**config.mk**
```make
export PLATFORM = sky130hd
export DESIGN_NAME = branch_predictor
export DESIGN_NICKNAME = d
export VERILOG_FILES = /design/src/rtl/branch_predictor.sv
export SDC_FILE = /design/constraint.sdc
export NUM_CORES = 2
export LEC_CHECK = 0
export BUFFER_PORTS_ARGS = -buffer_cell sky130_fd_sc_hd__buf_4
export CAP_MARGIN = 15
export CORE_MARGIN = 2
export CORE_UTILIZATION = 55
export CTS_BUF_LIST = sky130_fd_sc_hd__clkbuf_8
export DETAILED_ROUTE_END_ITERATION = 7
export GPL_TIMING_DRIVEN = 0
export PLACE_DENSITY = 0.73
export SYNTH_ARGS = -nofsm -noshare
export SYNTH_HDL_FRONTEND = slang
export SYNTH_SLANG_ARGS = --single-unit
```
**constraint.sdc**
```tcl
create_clock -name CLK -period 5.1 [get_ports CLK]
set_input_delay 0.51 -clock CLK [delete_from_list [all_inputs] [get_ports CLK]]
set_output_delay 0.51 -clock CLK [all_outputs]
set_load 0.01 [all_outputs]
```
**src/rtl/branch_predictor.sv**
```systemverilog
// branch_predictor: direct-mapped BTB with 2-bit saturating direction counters.
// Looked up combinationally from IF, trained from MEM, with saturating perf counters.
module branch_predictor #(
   parameter int         ENTRIES  = 16,
   parameter logic [1:0] CTR_INIT = 2'b01,
   parameter int         IDX_W    = $clog2(ENTRIES)
) (
   input  logic        CLK,
   input  logic        nRST,
   input  logic [31:0] lookup_pc,
   output logic        pred_hit,
   output logic        pred_taken,
   output logic [31:0] pred_npc,
   input  logic        upd_en,
   input  logic [31:0] upd_pc,
   input  logic        upd_taken,
   input  logic [31:0] upd_target,
   input  logic        upd_pred_taken,
   input  logic        flush,
   output logic [31:0] mispredict_cnt,
   output logic [31:0] update_cnt
);

   localparam int TAG_W = 30 - IDX_W;

   logic             r_valid  [ENTRIES];
   logic [TAG_W-1:0] r_tag    [ENTRIES];
   logic [31:0]      r_target [ENTRIES];
   logic [1:0]       r_ctr    [ENTRIES];

   logic [31:0]      r_mis_cnt;
   logic [31:0]      r_upd_cnt;

   logic [IDX_W-1:0] w_lk_idx;
   logic [TAG_W-1:0] w_lk_tag;
   logic             w_lk_hit;
   logic             w_lk_taken;

   logic [IDX_W-1:0] w_up_idx;
   logic [TAG_W-1:0] w_up_tag;
   logic             w_up_hit;
   logic [1:0]       w_up_ctr;
   logic [1:0]       w_ctr_inc;
   logic [1:0]       w_ctr_dec;
   logic             w_mispred;
   logic             w_unused;

   // pc[1:0] never participates in indexing or tagging
   assign w_unused   = ^{lookup_pc[1:0], upd_pc[1:0]};

   assign w_lk_idx   = lookup_pc[IDX_W+1:2];
   assign w_lk_tag   = lookup_pc[31:IDX_W+2];
   assign w_lk_hit   = r_valid[w_lk_idx] && (r_tag[w_lk_idx] == w_lk_tag);
   assign w_lk_taken = w_lk_hit && r_ctr[w_lk_idx][1];

   assign pred_hit   = w_lk_hit;
   assign pred_taken = w_lk_taken;
   assign pred_npc   = w_lk_taken ? r_target[w_lk_idx]
                                  : lookup_pc + 32'd4;

   assign w_up_idx   = upd_pc[IDX_W+1:2];
   assign w_up_tag   = upd_pc[31:IDX_W+2];
   assign w_up_hit   = r_valid[w_up_idx] && (r_tag[w_up_idx] == w_up_tag);
   assign w_up_ctr   = r_ctr[w_up_idx];
   assign w_ctr_inc  = (w_up_ctr == 2'b11) ? 2'b11 : w_up_ctr + 2'b01;
   assign w_ctr_dec  = (w_up_ctr == 2'b00) ? 2'b00 : w_up_ctr - 2'b01;
   assign w_mispred  = upd_en && (upd_taken != upd_pred_taken);

   // flush wins over a same-cycle update
   always_ff @(posedge CLK or negedge nRST) begin
      if (!nRST) begin
         for (int i = 0; i < ENTRIES; i++) begin
            r_valid[i]  <= 1'b0;
            r_tag[i]    <= '0;
            r_target[i] <= '0;
            r_ctr[i]    <= CTR_INIT;
         end
      end else if (flush) begin
         for (int i = 0; i < ENTRIES; i++) begin
            r_valid[i] <= 1'b0;
         end
      end else if (upd_en) begin
         if (w_up_hit) begin
            if (upd_taken) begin
               r_ctr[w_up_idx]    <= w_ctr_inc;
               r_target[w_up_idx] <= upd_target;
            end else begin
               r_ctr[w_up_idx]    <= w_ctr_dec;
            end
         end else if (upd_taken) begin
            r_valid[w_up_idx]  <= 1'b1;
            r_tag[w_up_idx]    <= w_up_tag;
            r_target[w_up_idx] <= upd_target;
            r_ctr[w_up_idx]    <= 2'b10;
         end
      end
   end

   always_ff @(posedge CLK or negedge nRST) begin
      if (!nRST) begin
         r_upd_cnt <= '0;
         r_mis_cnt <= '0;
      end else begin
         if (upd_en && (r_upd_cnt != 32'hFFFF_FFFF)) begin
            r_upd_cnt <= r_upd_cnt + 32'd1;
         end
         if (w_mispred && (r_mis_cnt != 32'hFFFF_FFFF)) begin
            r_mis_cnt <= r_mis_cnt + 32'd1;
         end
      end
   end

   assign mispredict_cnt = r_mis_cnt;
   assign update_cnt     = r_upd_cnt;

endmodule
```
### Yosys cells after proc, flatten, opt, wreduce, memory -nomap -nowiden

Index checks and enable logic that the tools add are counted.

| word-level totals | value |
|---|---|
| flip-flop bits (word level) | 1,040 |
| input port bits | 102 |
| logic and storage cells | 147 |

| operators by class | value |
|---|---|
| add/sub/neg operators | 5 |
| bitwise operators | 8 |
| reduce and logical (&&, ||, !) cells | 15 |
| eq/ne operators | 7 |
| order comparisons | 3 |
| multiplexer cells | 43 |

Operators by type and width:

| operator | number |
|---|---|
| bitwise mux 512 bit | 1 |
| bitwise mux 416 bit | 1 |
| 2-to-1 mux 32 bit | 7 |
| binary-select mux 26 bit (select 4 bit) | 2 |
| 2-to-1 mux 26 bit | 5 |
| binary-select mux 32 bit (select 4 bit) | 1 |
| demux 32 bit (select 4 bit) | 1 |
| demux 26 bit (select 4 bit) | 1 |
| adder 32 x 1 -> 32 bit, second input constant | 2 |
| bitwise mux 32 bit | 2 |
| 2-to-1 mux 16 bit | 4 |
| != test 32 bit, second input constant | 2 |
| == test 26 bit | 2 |
| adder 32 x 3 -> 32 bit, second input constant | 1 |
| OR 16 bit | 2 |
| bitwise AND 16 bit | 1 |
| binary-select mux 2 bit (select 4 bit) | 2 |
| inverter 16 bit | 1 |
| 2-to-1 mux 2 bit | 7 |
| greater-or-equal comparator 5 bit, second input constant | 2 |
| inverter 4 -> 5 bit | 2 |
| AND reduction 3 bit | 3 |
| binary-select mux 1 bit (select 4 bit) | 2 |
| demux 2 bit (select 4 bit) | 1 |
| other kinds (13) | 26 |

### Depth between registers and ports, before layout

| logic depth | value |
|---|---|
| depth after elaboration | 10 |
| mapped depth | 16 |
| mapped depth without buffers | 9 |

### Worst setup path before layout

No wires, ideal clock.

| timing path | value |
|---|---|
| kind | in2out |
| start | input lookup_pc[2] |
| end | output pred_npc[0] |
| cell stages on the path | 9 |
| required time | 4,590 ps |
| path buffers | 6 |
| path slack | 877 ps |
| arrival time | 3,713 ps |
| path through | buf_4 buf_2 buf_4 buf_1 buf_1 buf_1 mux4_2 mux4_2 mux2_2 |

| on the way | value |
|---|---|
| word-level cells in the longest chain between the ends | 8 |
| elaborated cells between the ends (all ways) | 17 |
| classes of those cells | 1 x eq/ne; 13 x mux; 1 x bitwise; 2 x reduce/logical |

RTL lines:

| element | line | RTL |
|---|---|---|
| start, declared | 10 | `input logic [31:0] lookup_pc,` |
| inverter 4 -> 5 bit (not written as such) (*) | 53, 54, 58 |  |
| binary-select mux 26 bit (select 4 bit) | 53 | `assign w_lk_hit = r_valid[w_lk_idx] && (r_tag[w_lk_idx] == w_lk_tag);` |
| 2-to-1 mux 26 bit (not written as such) (2 in a row) | 53 |  |
| == test 26 bit | 53 |  |
| logical AND 1 bit | 53 |  |
| logical AND 1 bit | 54 | `assign w_lk_taken = w_lk_hit && r_ctr[w_lk_idx][1];` |
| 2-to-1 mux 32 bit (*) | 58 | `assign pred_npc = w_lk_taken ? r_target[w_lk_idx]` |
| end, declared | 13 | `output logic [31:0] pred_npc,` |

Mark *: on every way between the ends. The rest lies on a longest branch, timed or not. The select of a mux whose other input is x is not followed.

### Worst setup path in the final report

| timing path | value |
|---|---|
| start | input lookup_pc[4] |
| end | output pred_npc[15] |

| on the way | value |
|---|---|
| word-level cells in the longest chain between the ends | 8 |
| elaborated cells between the ends (all ways) | 18 |
| classes of those cells | 1 x add/sub; 1 x eq/ne; 13 x mux; 1 x bitwise; 2 x reduce/logical |

RTL lines:

| element | line |
|---|---|
| inverter 4 -> 5 bit (not written as such) | 53, 54, 58 |
| binary-select mux 26 bit (select 4 bit) | 53 |
| 2-to-1 mux 26 bit (not written as such) (2 in a row) | 53 |
| == test 26 bit | 53 |
| logical AND 1 bit | 53 |
| logical AND 1 bit | 54 |
| 2-to-1 mux 32 bit (*) | 58 |

Marked as above.

==> flow_summary.toml <==
[logic_synthesis]
postSynth.asyncResetShare_pct = 100
synth.lib_cells_used.distinct = 76
synth_area_um2 = 53800
yosysSeqAreaShare_pct = 48.4
syn_avg_cell_area_um2 = 14.7
yosys-top-cells-area = "sky130_fd_sc_hd__dfrtp_1, sky130_fd_sc_hd__mux2_2, sky130_fd_sc_hd__mux4_2, sky130_fd_sc_hd__mux2_4, sky130_fd_sc_hd__mux2i_1"
synth_ff_type = "sky130_fd_sc_hd__dfrtp_1"
synth_enable_flop_cells = 0
synth.net_count = 3758
synth-seq-cells = 1040
synth.yosys.warnings = 0
synthesis.instances = 3653
synth_largest_type_area_fraction_pct = 47.6
synth_top_cell_by_area = "sky130_fd_sc_hd__dfrtp_1"

[cells_and_area]
final_util_pct = 63.3
layout.nets = 4180
drive_gt1_share_pct = 46.9
flow.area_growth_from_synthesis_pct = 13.9
final_cell_mix = "sky130_fd_sc_hd__dfrtp_1, sky130_fd_sc_hd__mux2_2, sky130_fd_sc_hd__mux4_2, sky130_fd_sc_hd__clkbuf_8, sky130_fd_sc_hd__buf_4"
post_layout_nonfiller_instances = 5487
mostFrequentLayoutCell = "sky130_fd_sc_hd__dfrtp_1"
finish.instance_area_um2 = 61300

[setup_path]
worstSetupPathType = "input port to output port"
crit_path_end_kind = "output port"
reg2reg_slack_ns = 0.28
start_kind = "input port"
cp_cell_sequence = "clkbuf_2 > clkbuf_4 > inv_2 > mux4_2 > a221oi_1 > o211ai_1 > or3_4 > nor3b_4 > buf_4 > buf_4 > mux2_2 > buf_4"
rr_worst_depth = 11
critical-path-top-cell-by-count = "sky130_fd_sc_hd__buf_4"
critical_path_origin = "lookup_pc[4]"
cp_delay_by_family_top = "buffers and inverters"
largest_incremental_delay_on_the_critical_path_ns = 0.69
critPathRequiredTime_ns = 4.59
cp.arrival_ns = 4.69
timing.critical_path.slowest_stage_cell = "sky130_fd_sc_hd__a221oi_1"
critPathBufInv = 6
crit-reg2reg-launch = "r_tag[379]"
regToRegEndpoint = "r_tag[111]"
critPathMaxFanout = 10

[sta]
setup-violations-final = 31
timing.setup.tns_ns = -2.18
post-route-period-util_pct = 102
final_critical_path_setup_slack_ns = -0.101
drv_slew = 0
worst_slew_pin_slew_ns = 1.32
grt_setup_unrepaired = "false"
max_freq_mhz = 192
final.setup_skew_ns = 0.0718
finalCriticalPeriod_ns = 5.20
final_hold_viol_count = 0
slew_headroom_pct = 11.4

[place]
placedInstanceArea_um2 = 57200
detailedPlacementHpwl_um = 128000
globalplace.congestion = 1.03
io_buffer_count = 178
numPlacedInstances = 5126

[cts]
tritoncts.num_buffers = 178
clock_tree_from_tritoncts = "yes"
clkLatencyLatePin_ns = 0.90
cts_htree_levels = 4
cts.reportedPaths.clkPinSlew_ns = 0.05
numClockSinks = 1040
cts-root-buf = "sky130_fd_sc_hd__clkbuf_8"
cts_max_path_buffers = 3

[route]
routed_via_density = 6.70
drt_pre_antenna_iters = 6
routed_wire_length_per_instance_um = 33.3
num_vias = 36765
drcViolationCount = 0
first_iter_violations = 4643
finalWirelength_um = 183000
ant_nets = 0

[floorplan]
number_of_ports_placed_on_the_die_boundary = 200
floorplan.die.height_um = 317
die_width_um = 317
initial_cell_density_of_the_core_pct = 55.6
rows = 114
die-area_um2 = 100000
core-area_um2 = 96900

[power_and_ir_drop]
max-vdd-ir-drop_mv = 0.224
power.density_cell_area_nw_per_um2 = 348
total_leakage_power_nw = 27.9
total_power_mw = 21.3

[status]
status = "complete, but fails checks"
failed_checks = "setup timing"

[grt]
first_global_vias = 37843
number_of_antenna_violations_at_the_first_check_in_global_routing = 15
globalRouteOverflowTotal = 0
grt_pass1_wl_um = 263000
grt_start_max_net_pins = 164
grtUsageTotal_pct = 36.9

[worst_hold_path]
min_delay_path_depth = 2
min-delay-path-class = "input port to flop"
min_to = "r_tag[70]"
timing.hold.worst.start = "upd_pc[24]"

[flow_run]
maxCapViolations = 0
-- power breakdown --
part           switching [mW]  internal [mW]  leakage [nW]
sequential              0.730           9.32          13.8
combinational            1.85           2.06          12.2
clock                    3.58           3.79          2.00
total                    6.16           15.2          27.9
-- worst reg2reg max path: stages (launching register included) --
cell and delay [ns]:
sky130_fd_sc_hd__dfrtp_1 0.43, sky130_fd_sc_hd__mux4_2 0.47, sky130_fd_sc_hd__mux2i_1 0.57, sky130_fd_sc_hd__nor2_1 0.08
sky130_fd_sc_hd__a2111oi_0 0.82, sky130_fd_sc_hd__and4_1 0.35, sky130_fd_sc_hd__o211ai_1 0.15, sky130_fd_sc_hd__nor3_4 0.65
sky130_fd_sc_hd__nor3_2 0.30, sky130_fd_sc_hd__buf_6 0.23, sky130_fd_sc_hd__buf_2 0.29, sky130_fd_sc_hd__mux2_2 0.35
-- synthesized netlist by cell type (15+ instances only) --
| cell | number |
|---|---|
| sky130_fd_sc_hd__o2bb2ai_1 | 15 |
| sky130_fd_sc_hd__mux2_4 | 171 |
| sky130_fd_sc_hd__nand3_1 | 59 |
| sky130_fd_sc_hd__buf_2 | 48 |
| sky130_fd_sc_hd__buf_6 | 28 |
| sky130_fd_sc_hd__o211ai_1 | 22 |
| sky130_fd_sc_hd__dfstp_2 | 16 |
| sky130_fd_sc_hd__o22ai_1 | 25 |
| sky130_fd_sc_hd__a22o_1 | 15 |
| sky130_fd_sc_hd__a221oi_1 | 17 |
| sky130_fd_sc_hd__dfrtp_1 | 1024 |
| sky130_fd_sc_hd__a21oi_1 | 21 |
| sky130_fd_sc_hd__nand4_1 | 33 |
| sky130_fd_sc_hd__nand2_1 | 80 |
| sky130_fd_sc_hd__buf_1 | 24 |
| sky130_fd_sc_hd__and3_1 | 20 |
| sky130_fd_sc_hd__clkbuf_1 | 182 |
| sky130_fd_sc_hd__nor3_1 | 18 |
| sky130_fd_sc_hd__buf_4 | 22 |
| sky130_fd_sc_hd__inv_1 | 32 |
| sky130_fd_sc_hd__mux4_2 | 326 |
| sky130_fd_sc_hd__mux2_2 | 832 |
| sky130_fd_sc_hd__xor2_1 | 43 |
| sky130_fd_sc_hd__mux2i_1 | 160 |
| sky130_fd_sc_hd__nor2_1 | 75 |
| sky130_fd_sc_hd__o21ai_0 | 20 |
| sky130_fd_sc_hd__xnor2_1 | 94 |
| sky130_fd_sc_hd__o21a_1 | 18 |
| sky130_fd_sc_hd__a22oi_1 | 22 |
-- registers in the layout (all words and copies together) (netlist names) --
register	cells
r_valid	16
r_tag	416
update_cnt	32
r_ctr	32
mispredict_cnt	32
r_target	512
-- stage by stage --
stage / setup WS (ns) / hold WS [ns]
after detailed placement: -1.92 / 0.457
after global routing: 0.000631 / 0.0916
after floorplan: 0.877 / 0.214
final: -0.101 / 0.0836
after global placement: -9.16 / 0.465
after CTS: 0.000294 / 0.0707
-- worst max-delay path by stage --
stage	slack [ns]	end	depth (start not counted)
after floorplan	0.88	pred_npc[0]	9
after global placement	-9.16	r_target[121]	1
after detailed placement	-1.92	pred_npc[6]	14
after CTS	0.0003	pred_npc[6]	12
after global routing	0.0006	pred_npc[15]	16
final	-0.10	pred_npc[15]	12
-- cell type report --
type / instances / area [um2]
Fill cell: 7211 / 35500
Multi-Input combinational cell: 2269 / 26200
Sequential cell: 1040 / 26000
Clock buffer: 207 / 2850
Timing Repair Buffer: 242 / 2160
Buffer: 306 / 1750
Tap cell: 1276 / 1600
Clock inverter: 97 / 524
Inverter: 38 / 150
Antenna cell: 12 / 30.0
-- cell families (layout without fill, tap and decap cells) --
family / after synthesis / in the layout / share of synthesized area, %
flip-flops: 1040 / 1040 / 48.4
buffers and inverters: 344 / 890 / 3.10
XOR/XNOR: 137 / 137 / 2.23
multiplexers: 1489 / 1489 / 38.8
other: 0 / 12 / 0
AO/OA/AOI/OAI: 249 / 249 / 3.46
adder cells (fa/ha/maj): 4 / 4 / 0.0883
AND/OR/NAND/NOR: 390 / 390 / 3.97
-- layer usage --
layer  routed length [um]  part of all wire, %  global-route usage, %
met3                19700                   11                   11.7
met2                80900                   44                   54.5
met4                11300                  6.2                   21.5
met1                70500                   39                   48.2
met5                   57                0.031                      0
-- timing repair --
action | 4_1_cts | 5_1_grt
setup buffers | 4 | 0
gates resized for setup | 96 | 29
setup endpoints to repair | 34 | 32
pin swaps | 2 | 0
endpoints found under the hold margin | 299 | 0
hold buffers | 40 | 0
(Power assumes the default switching activity.)
